--- src/rtl/round_sticky_pipe.sv ---
// Two-stage round-and-sticky pipeline for multiplier mantissas with valid/ready flow
// control and a saturating count of inexact results delivered downstream.
module round_sticky_pipe #(
  parameter int IN_W  = 48,
  parameter int OUT_W = 24,
  parameter int CNT_W = 16
) (
  input  logic             i_clk,
  input  logic             i_rst_n,
  input  logic             i_in_valid,
  output logic             o_in_ready,
  input  logic [IN_W-1:0]  i_in_mant,
  input  logic             i_in_sign,
  input  logic [1:0]       i_in_rm,
  output logic             o_out_valid,
  input  logic             i_out_ready,
  output logic [OUT_W-1:0] o_out_mant,
  output logic             o_out_carry,
  output logic             o_out_sticky,
  output logic             o_out_inexact,
  input  logic             i_cnt_clr,
  output logic [CNT_W-1:0] o_inexact_cnt
);

  localparam int LO_W = IN_W - OUT_W - 1;

  localparam logic [1:0] RM_RNE = 2'b00;
  localparam logic [1:0] RM_RTZ = 2'b01;
  localparam logic [1:0] RM_RUP = 2'b10;
  localparam logic [1:0] RM_RDN = 2'b11;

  logic             r_s1_valid;
  logic [OUT_W-1:0] r_s1_keep;
  logic             r_s1_guard;
  logic             r_s1_sticky;
  logic             r_s1_sign;
  logic [1:0]       r_s1_rm;

  logic             r_s2_valid;
  logic [OUT_W-1:0] r_s2_mant;
  logic             r_s2_carry;
  logic             r_s2_sticky;
  logic             r_s2_inexact;

  logic [CNT_W-1:0] r_cnt;

  logic             w_accept;
  logic             w_s2_adv;
  logic             w_xfer;
  logic [OUT_W-1:0] w_keep;
  logic             w_guard;
  logic             w_sticky;
  logic             w_inc;
  logic [OUT_W:0]   w_sum;
  logic             w_carry;
  logic [OUT_W-1:0] w_mant;

  assign w_keep   = i_in_mant[IN_W-1 -: OUT_W];
  assign w_guard  = i_in_mant[LO_W];
  assign w_sticky = |i_in_mant[LO_W-1:0];

  // Stage 2 frees up when empty or draining; stage 1 can then always accept.
  assign w_s2_adv   = ~r_s2_valid | i_out_ready;
  assign o_in_ready = ~r_s1_valid | w_s2_adv;
  assign w_accept   = i_in_valid & o_in_ready;
  assign w_xfer     = r_s2_valid & i_out_ready;

  always_comb begin
    w_inc = 1'b0;
    case (r_s1_rm)
      RM_RNE:  w_inc = r_s1_guard & (r_s1_sticky | r_s1_keep[0]);
      RM_RTZ:  w_inc = 1'b0;
      RM_RUP:  w_inc = (r_s1_guard | r_s1_sticky) & ~r_s1_sign;
      RM_RDN:  w_inc = (r_s1_guard | r_s1_sticky) & r_s1_sign;
      default: w_inc = 1'b0;
    endcase
  end

  assign w_sum   = {1'b0, r_s1_keep} + {{OUT_W{1'b0}}, w_inc};
  assign w_carry = w_sum[OUT_W];
  // On overflow the sum is exactly 2^OUT_W, so the shifted form is the renormalised mantissa.
  assign w_mant  = w_carry ? w_sum[OUT_W:1] : w_sum[OUT_W-1:0];

  always_ff @(posedge i_clk or negedge i_rst_n) begin
    if (!i_rst_n) begin
      r_s1_valid  <= 1'b0;
      r_s1_keep   <= '0;
      r_s1_guard  <= 1'b0;
      r_s1_sticky <= 1'b0;
      r_s1_sign   <= 1'b0;
      r_s1_rm     <= 2'b00;
    end else if (o_in_ready) begin
      r_s1_valid <= i_in_valid;
      if (i_in_valid) begin
        r_s1_keep   <= w_keep;
        r_s1_guard  <= w_guard;
        r_s1_sticky <= w_sticky;
        r_s1_sign   <= i_in_sign;
        r_s1_rm     <= i_in_rm;
      end
    end
  end

  always_ff @(posedge i_clk or negedge i_rst_n) begin
    if (!i_rst_n) begin
      r_s2_valid   <= 1'b0;
      r_s2_mant    <= '0;
      r_s2_carry   <= 1'b0;
      r_s2_sticky  <= 1'b0;
      r_s2_inexact <= 1'b0;
    end else if (w_s2_adv) begin
      r_s2_valid <= r_s1_valid;
      if (r_s1_valid) begin
        r_s2_mant    <= w_mant;
        r_s2_carry   <= w_carry;
        r_s2_sticky  <= r_s1_sticky;
        r_s2_inexact <= r_s1_guard | r_s1_sticky;
      end
    end
  end

  // Clear has priority over a counted transfer in the same cycle.
  always_ff @(posedge i_clk or negedge i_rst_n) begin
    if (!i_rst_n) begin
      r_cnt <= '0;
    end else if (i_cnt_clr) begin
      r_cnt <= '0;
    end else if (w_xfer && r_s2_inexact && !(&r_cnt)) begin
      r_cnt <= r_cnt + {{(CNT_W-1){1'b0}}, 1'b1};
    end
  end

  assign o_out_valid   = r_s2_valid;
  assign o_out_mant    = r_s2_mant;
  assign o_out_carry   = r_s2_carry;
  assign o_out_sticky  = r_s2_sticky;
  assign o_out_inexact = r_s2_inexact;
  assign o_inexact_cnt = r_cnt;

endmodule

--- config.mk ---
export PLATFORM = sky130hd
export DESIGN_NAME = round_sticky_pipe
export DESIGN_NICKNAME = d
export VERILOG_FILES = /design/src/rtl/round_sticky_pipe.sv
export SDC_FILE = /design/constraint.sdc
export NUM_CORES = 1
export LEC_CHECK = 0
export CAP_MARGIN = 20
export CORE_ASPECT_RATIO = 0.9
export CORE_UTILIZATION = 35
export CTS_CLUSTER_DIAMETER = 200
export DETAILED_ROUTE_END_ITERATION = 10
export SLEW_MARGIN = 10
export SYNTH_ARGS = -nofsm -noshare
export SYNTH_HDL_FRONTEND = slang
export SYNTH_SLANG_ARGS = --single-unit
--- constraint.sdc ---
create_clock -name i_clk -period 3.9 [get_ports i_clk]
set_input_delay 0.39 -clock i_clk [delete_from_list [all_inputs] [get_ports i_clk]]
set_output_delay 0.39 -clock i_clk [all_outputs]
set_load 0.03 [all_outputs]
[Word-level counts from Yosys, hierarchy flattened]
Index checks and enable logic that the tools add are counted.
Word-level totals
  bits in registers: 74
  input port bits: 56
  output and inout port bits: 45
  word-level logic and storage cells: 41
Cells by class
  bitwise logic cells: 11
  muxes and demuxes: 4
  reductions and logical operators: 9
  eq/ne operators: 3
  $add $sub $neg: 2
Operators with widths (count)
  16-bit 2-to-1 mux: 2
  24-bit by 1-bit adder with 25-bit output: 1
  24-bit 2-to-1 mux: 1
  23-bit OR reduction: 1
  16-bit by 1-bit adder with 16-bit output (second input constant): 1
  16-bit AND reduction: 1
  1-bit bitwise AND: 4
  2-bit equality test (second input constant): 2
  1-bit bitwise OR: 4
  1-bit case mux with 4 select lines: 1
  2-bit AND reduction: 2
  1-bit inverter: 3
  2-bit by 1-bit equality test with 1-bit output (second input constant): 1
  1-bit logical AND: 2
  2-bit zero test: 1
  2-bit nonzero test: 1
  1-bit zero test: 1

[Logic depth before layout (Yosys ltp)]
  depth after elaboration: 5
  mapped depth: 13
  mapped depth without buffers: 12

[Worst setup path after synthesis]
No wires, ideal clock.
  kind: register to register
  start: register r_s1_rm[0]
  end: register r_s2_mant[22], in the netlist o_out_mant[22]
  library setup time: 120 ps
  data arrival time: 2336 ps
  path buffers: 0
  cell stages (with the launch flop): 13
  slack: 1445 ps
  path through: dfrtp_1 -> inv_1 -> a21oi_1 -> a31oi_1 -> o21ai_0 -> a21oi_1 -> ha_1 -> ha_1 -> nand3_4 -> or4_4 -> o31a_1 -> nor3_2 -> o21ai_2
On the way
  cells in the longest elaborated chain, start to end: 4
Ends and longest elaborated chain
  start, declared: RTL line 37  | logic [1:0] r_s1_rm;
  start signal, assigned: RTL line 99  | r_s1_rm <= i_in_rm;
  2-bit equality test, or another cell as far along: RTL line 70  | case (r_s1_rm)
  1-bit case mux with 4 select lines (*): RTL line 70
  24-bit by 1-bit adder with 25-bit output (*): RTL line 79  | assign w_sum = {1'b0, r_s1_keep} + {{OUT_W{1'b0}}, w_inc};
  24-bit 2-to-1 mux (*): RTL line 82  | assign w_mant = w_carry ? w_sum[OUT_W:1] : w_sum[OUT_W-1:0];
  end signal, assigned: RTL line 114  | r_s2_mant <= w_mant;
  end, declared: RTL line 40  | logic [OUT_W-1:0] r_s2_mant;
Mark *: on every way between the ends. The rest lies on a longest branch, timed or not.
A chain may end at the register's enable or synchronous reset.

[Worst setup path after layout]
  start: register r_s1_rm[0]
  end: register r_s2_mant[8], in the netlist o_out_mant[8]
Same word-level chain as after synthesis.

==> out/metrics.yaml <==
path_max_fanout: 9
syn-num-nets: 412
path_buf_inv: 1
drc_errors: 0
antenna_found_initial: 0
postRouteAntennaNets: 0
final_max_slew_viol_count: 0
io_pins: 101
synth_area_sq_um: 3707
peakVddDrop_mv: 0.2513
dpl.hpwl_microns: 6652
status: "complete, no violations"
antenna_cells: 0
p_per_area_nw_per_um2: 506.4
fin_nets: 511
drt_iter0_drc: 111
r2r-start: "r_s1_rm[0]$_DFFE_PN0P_"
clockBufferDepth: 2
synth_edf_count: 0
finClkSkew_ns: 0.008502
busiest_layer: "met2"
reg2reg_to: "o_out_mant[8]$_DFFE_PN0P_"
syn_avg_cell_area_sq_um: 10.50
clock-sinks: 74
endpoint_kind: "flip-flop"
netlist_instances: 353
cts_max_level: 3
p_int_mw: 1.899
gr-usage-all-layers_pct: 17.25
p_switching_mw: 0.7377
rsz0062_at_grt: "false"
use_met1_pct: 22.03
max_freq_mhz: 361.4
cts_setup_buffers: 0
ys_ff_latch: 74
cts_resized: 0
synth_cell_type_count: 45
grt_pass1_vias: 2823
fin_setup_tns_ns: 0
clkLatencyLatePin_ns: 0.33
cts_tree: "built"
grt_use_met3_pct: 4.509
cts_hold_buf: 0
fin_crit_ns: 2.767
seq_power_share_pct: 37.6
cts_buffers: 9
dieHeight_microns: 99.64
die_w_microns: 110.5
port_buffers: 100
crit_type: "reg2reg"
yosysWarnings: 0
synth_ff_type: "dfrtp_1"
worst_slew_margin_rel_pct: 37.97
worstPathArrival_ns: 2.95
critPathMaxStageDelay_ns: 0.47
routedWlPerCell_microns: 15.60
ys_async_sr_fraction_pct: 100.0
grt_max_degree: 75
grt_pass1_wl_microns: 14830
p_leak_nw: 2.032
vias: 2946
pwr-share-clk_pct: 40.1
p_comb_share_pct: 22.3
grt_overflow: 0
path_clk_slew_ns: 0.06
worstRegToRegCells: 11
critPathMostFrequentCell: "a21oi_1"
rows: 35
maxCapViolCount: 0
vias_per_cell: 5.027
critical_path.cell_chain: "inv_1, a21oi_1, a31oi_1, o21ai_0, a21oi_1, ha_1, nand4_1, nor4_2, nand2b_1, or3_1, o211ai_2"
core-area_sq_um: 10290
gp_congestion: 0.8109
p_sw_share_pct: 27.98
drt-pass1-iter-count: 4
start_util_pct: 36.02
syn_to_final_growth_pct: 40.43
critPathRequiredTime_ns: 4.08
dieArea_sq_um: 11010
hp-class: "in2async"
met2_usage_pct: 28.67
setup_viol: 0
root_buffer: "clkbuf_16"
yosysSeqAreaShare_pct: 49.95
r2r_slack_ns: 1.13
cp_slowest_cell: "nor4_2"
finalCritPeriodShare_pct: 70.95
holdWs_ns: 0.1764
tightestPinTransition_ns: 0.9304
critPathLaunchType: "flip-flop"
drt-total-wl_microns: 9140
drive_above_1_share_pct: 14.66
hold_violations: 0
cp_top_family: "simple AND/OR/NAND/NOR gates"
[stage by stage]
stage          utilization (%)  setup slack [ns]  power, mW  area [sq um]  std cells
6_report                 50.59             1.133      2.636          5206        586
5_1_grt                  50.59            0.8146      2.753          5206        586
4_1_cts                  50.59             1.112      2.665          5206        586
3_5_place_dp             46.83             1.142      1.594          4820        570
3_3_place_gp             46.83             1.226      1.586          4820        570
2_1_floorplan                -             1.445      1.317          3707        353
[power groups by stage]
stage          Clock (mW)  Combinational [mW]  Sequential (mW)
2_1_floorplan           0               0.217             1.10
4_1_cts              1.08               0.596            0.991
3_3_place_gp            0               0.583             1.00
5_1_grt              1.11               0.636             1.01
6_report             1.06               0.588            0.991
3_5_place_dp            0               0.592             1.00
[worst reg2reg max path, delay by kind of cell, from the launching register on]
family | cells | cell delay (ns)
AND/OR/NAND/NOR | 4 | 1.38
AO/OA/AOI/OAI | 5 | 0.56
flip-flops | 1 | 0.38
adder cells (fa/ha/maj) | 1 | 0.20
buffers and inverters | 1 | 0.08
[layout by cell type, fill, tap and decap left out, types with 3 or more instances in the layout]
master / Yosys / layout
a211oi_1: 4 / 4
a21oi_1: 7 / 7
and3_1: 6 / 6
and4_1: 4 / 4
buf_4: 0 / 3
bufinv_16: 0 / 4
clkbuf_16: 0 / 9
clkbuf_8: 0 / 3
clkdlybuf4s50_1: 0 / 99
dfrtp_1: 74 / 74
ha_1: 3 / 3
inv_1: 5 / 5
mux2_2: 28 / 28
nand2_1: 43 / 43
nand2b_1: 4 / 4
nand3_1: 15 / 15
nand4_1: 14 / 14
nor2_1: 29 / 29
nor3_1: 13 / 13
nor4_1: 7 / 7
o211ai_2: 5 / 5
o21ai_0: 13 / 13
o21ai_2: 4 / 4
o31ai_1: 5 / 5
xnor2_1: 24 / 24
xor2_1: 7 / 7
[kinds of logic after synthesis]
kind of cell / synth area share, %
muxes: 8.505
buffers and inverters: 2.194
DFF: 49.95
and+or+nand+nor: 21.73
xor gates and xnor gates: 7.324
adders and majority gates: 1.013
AOI/OAI and AO/OA: 9.281
[sequential cells by signal, indices dropped and copies added, names as in the netlist]
name and count:
o_out_valid 1, o_out_mant 24, o_out_carry 1, o_inexact_cnt 16, o_out_inexact 1, o_out_sticky 1
r_s1_sticky 1, r_s1_valid 1, r_s1_sign 1, r_s1_rm 2, r_s1_keep 24, r_s1_guard 1
[Yosys cell counts (2+ instances only)]
library cell / instances / area, sq um
nor2_1: 29 / 108.9
dfrtp_1: 74 / 1852
o211ai_2: 5 / 62.56
o21a_1: 2 / 15.01
and3_1: 6 / 37.54
nand3_1: 15 / 75.07
nor3_1: 13 / 65.06
mux2_2: 28 / 315.3
a211oi_1: 4 / 30.03
o21ai_2: 4 / 35.03
ha_1: 3 / 37.54
and4_1: 4 / 35.03
nand4_1: 14 / 87.58
xor2_1: 7 / 61.31
nor4_1: 7 / 43.79
xnor2_1: 24 / 210.2
buf_1: 2 / 7.510
buf_2: 2 / 10.01
nand2b_1: 4 / 25.02
nor4_2: 2 / 25.02
nand2_1: 43 / 161.4
nand3_4: 2 / 35.03
o21ai_0: 13 / 65.06
o31ai_1: 5 / 37.54
a21oi_1: 7 / 35.03
a31oi_1: 2 / 12.51
clkbuf_1: 9 / 33.78
inv_1: 5 / 18.77
or3_1: 2 / 12.51
[area by class of cell]
cell class                 count  area [sq um]
tap                          129         161.4
inverter                       5         18.77
clock buffer                  12         266.5
fill                         925          5085
sequential                    74          1852
timing repair buffer         102          1013
multi-input combinational    260          1774
clock inverter                 4         120.1
[worst max-delay path by stage]
stage	from	endpoint	depth (start not counted)
6_report	r_s1_rm[0]$_DFFE_PN0P_	o_out_mant[8]$_DFFE_PN0P_	11
5_1_grt	r_s1_rm[0]$_DFFE_PN0P_	o_out_mant[8]$_DFFE_PN0P_	11
4_1_cts	r_s1_rm[0]$_DFFE_PN0P_	o_out_mant[8]$_DFFE_PN0P_	11
3_5_place_dp	r_s1_rm[0]$_DFFE_PN0P_	o_out_mant[8]$_DFFE_PN0P_	11
3_3_place_gp	r_s1_rm[0]$_DFFE_PN0P_	o_out_mant[10]$_DFFE_PN0P_	12
2_1_floorplan	r_s1_rm[0]$_DFFE_PN0P_	o_out_mant[22]$_DFFE_PN0P_	12
[per-layer routing]
layer  share of wire [%]  wire [microns]
met5                   0               0
met4                 1.0              93
met3                 3.5             317
met2                  48            4425
met1                  47            4304
No activity file was read; power rests on OpenSTA's default activity.
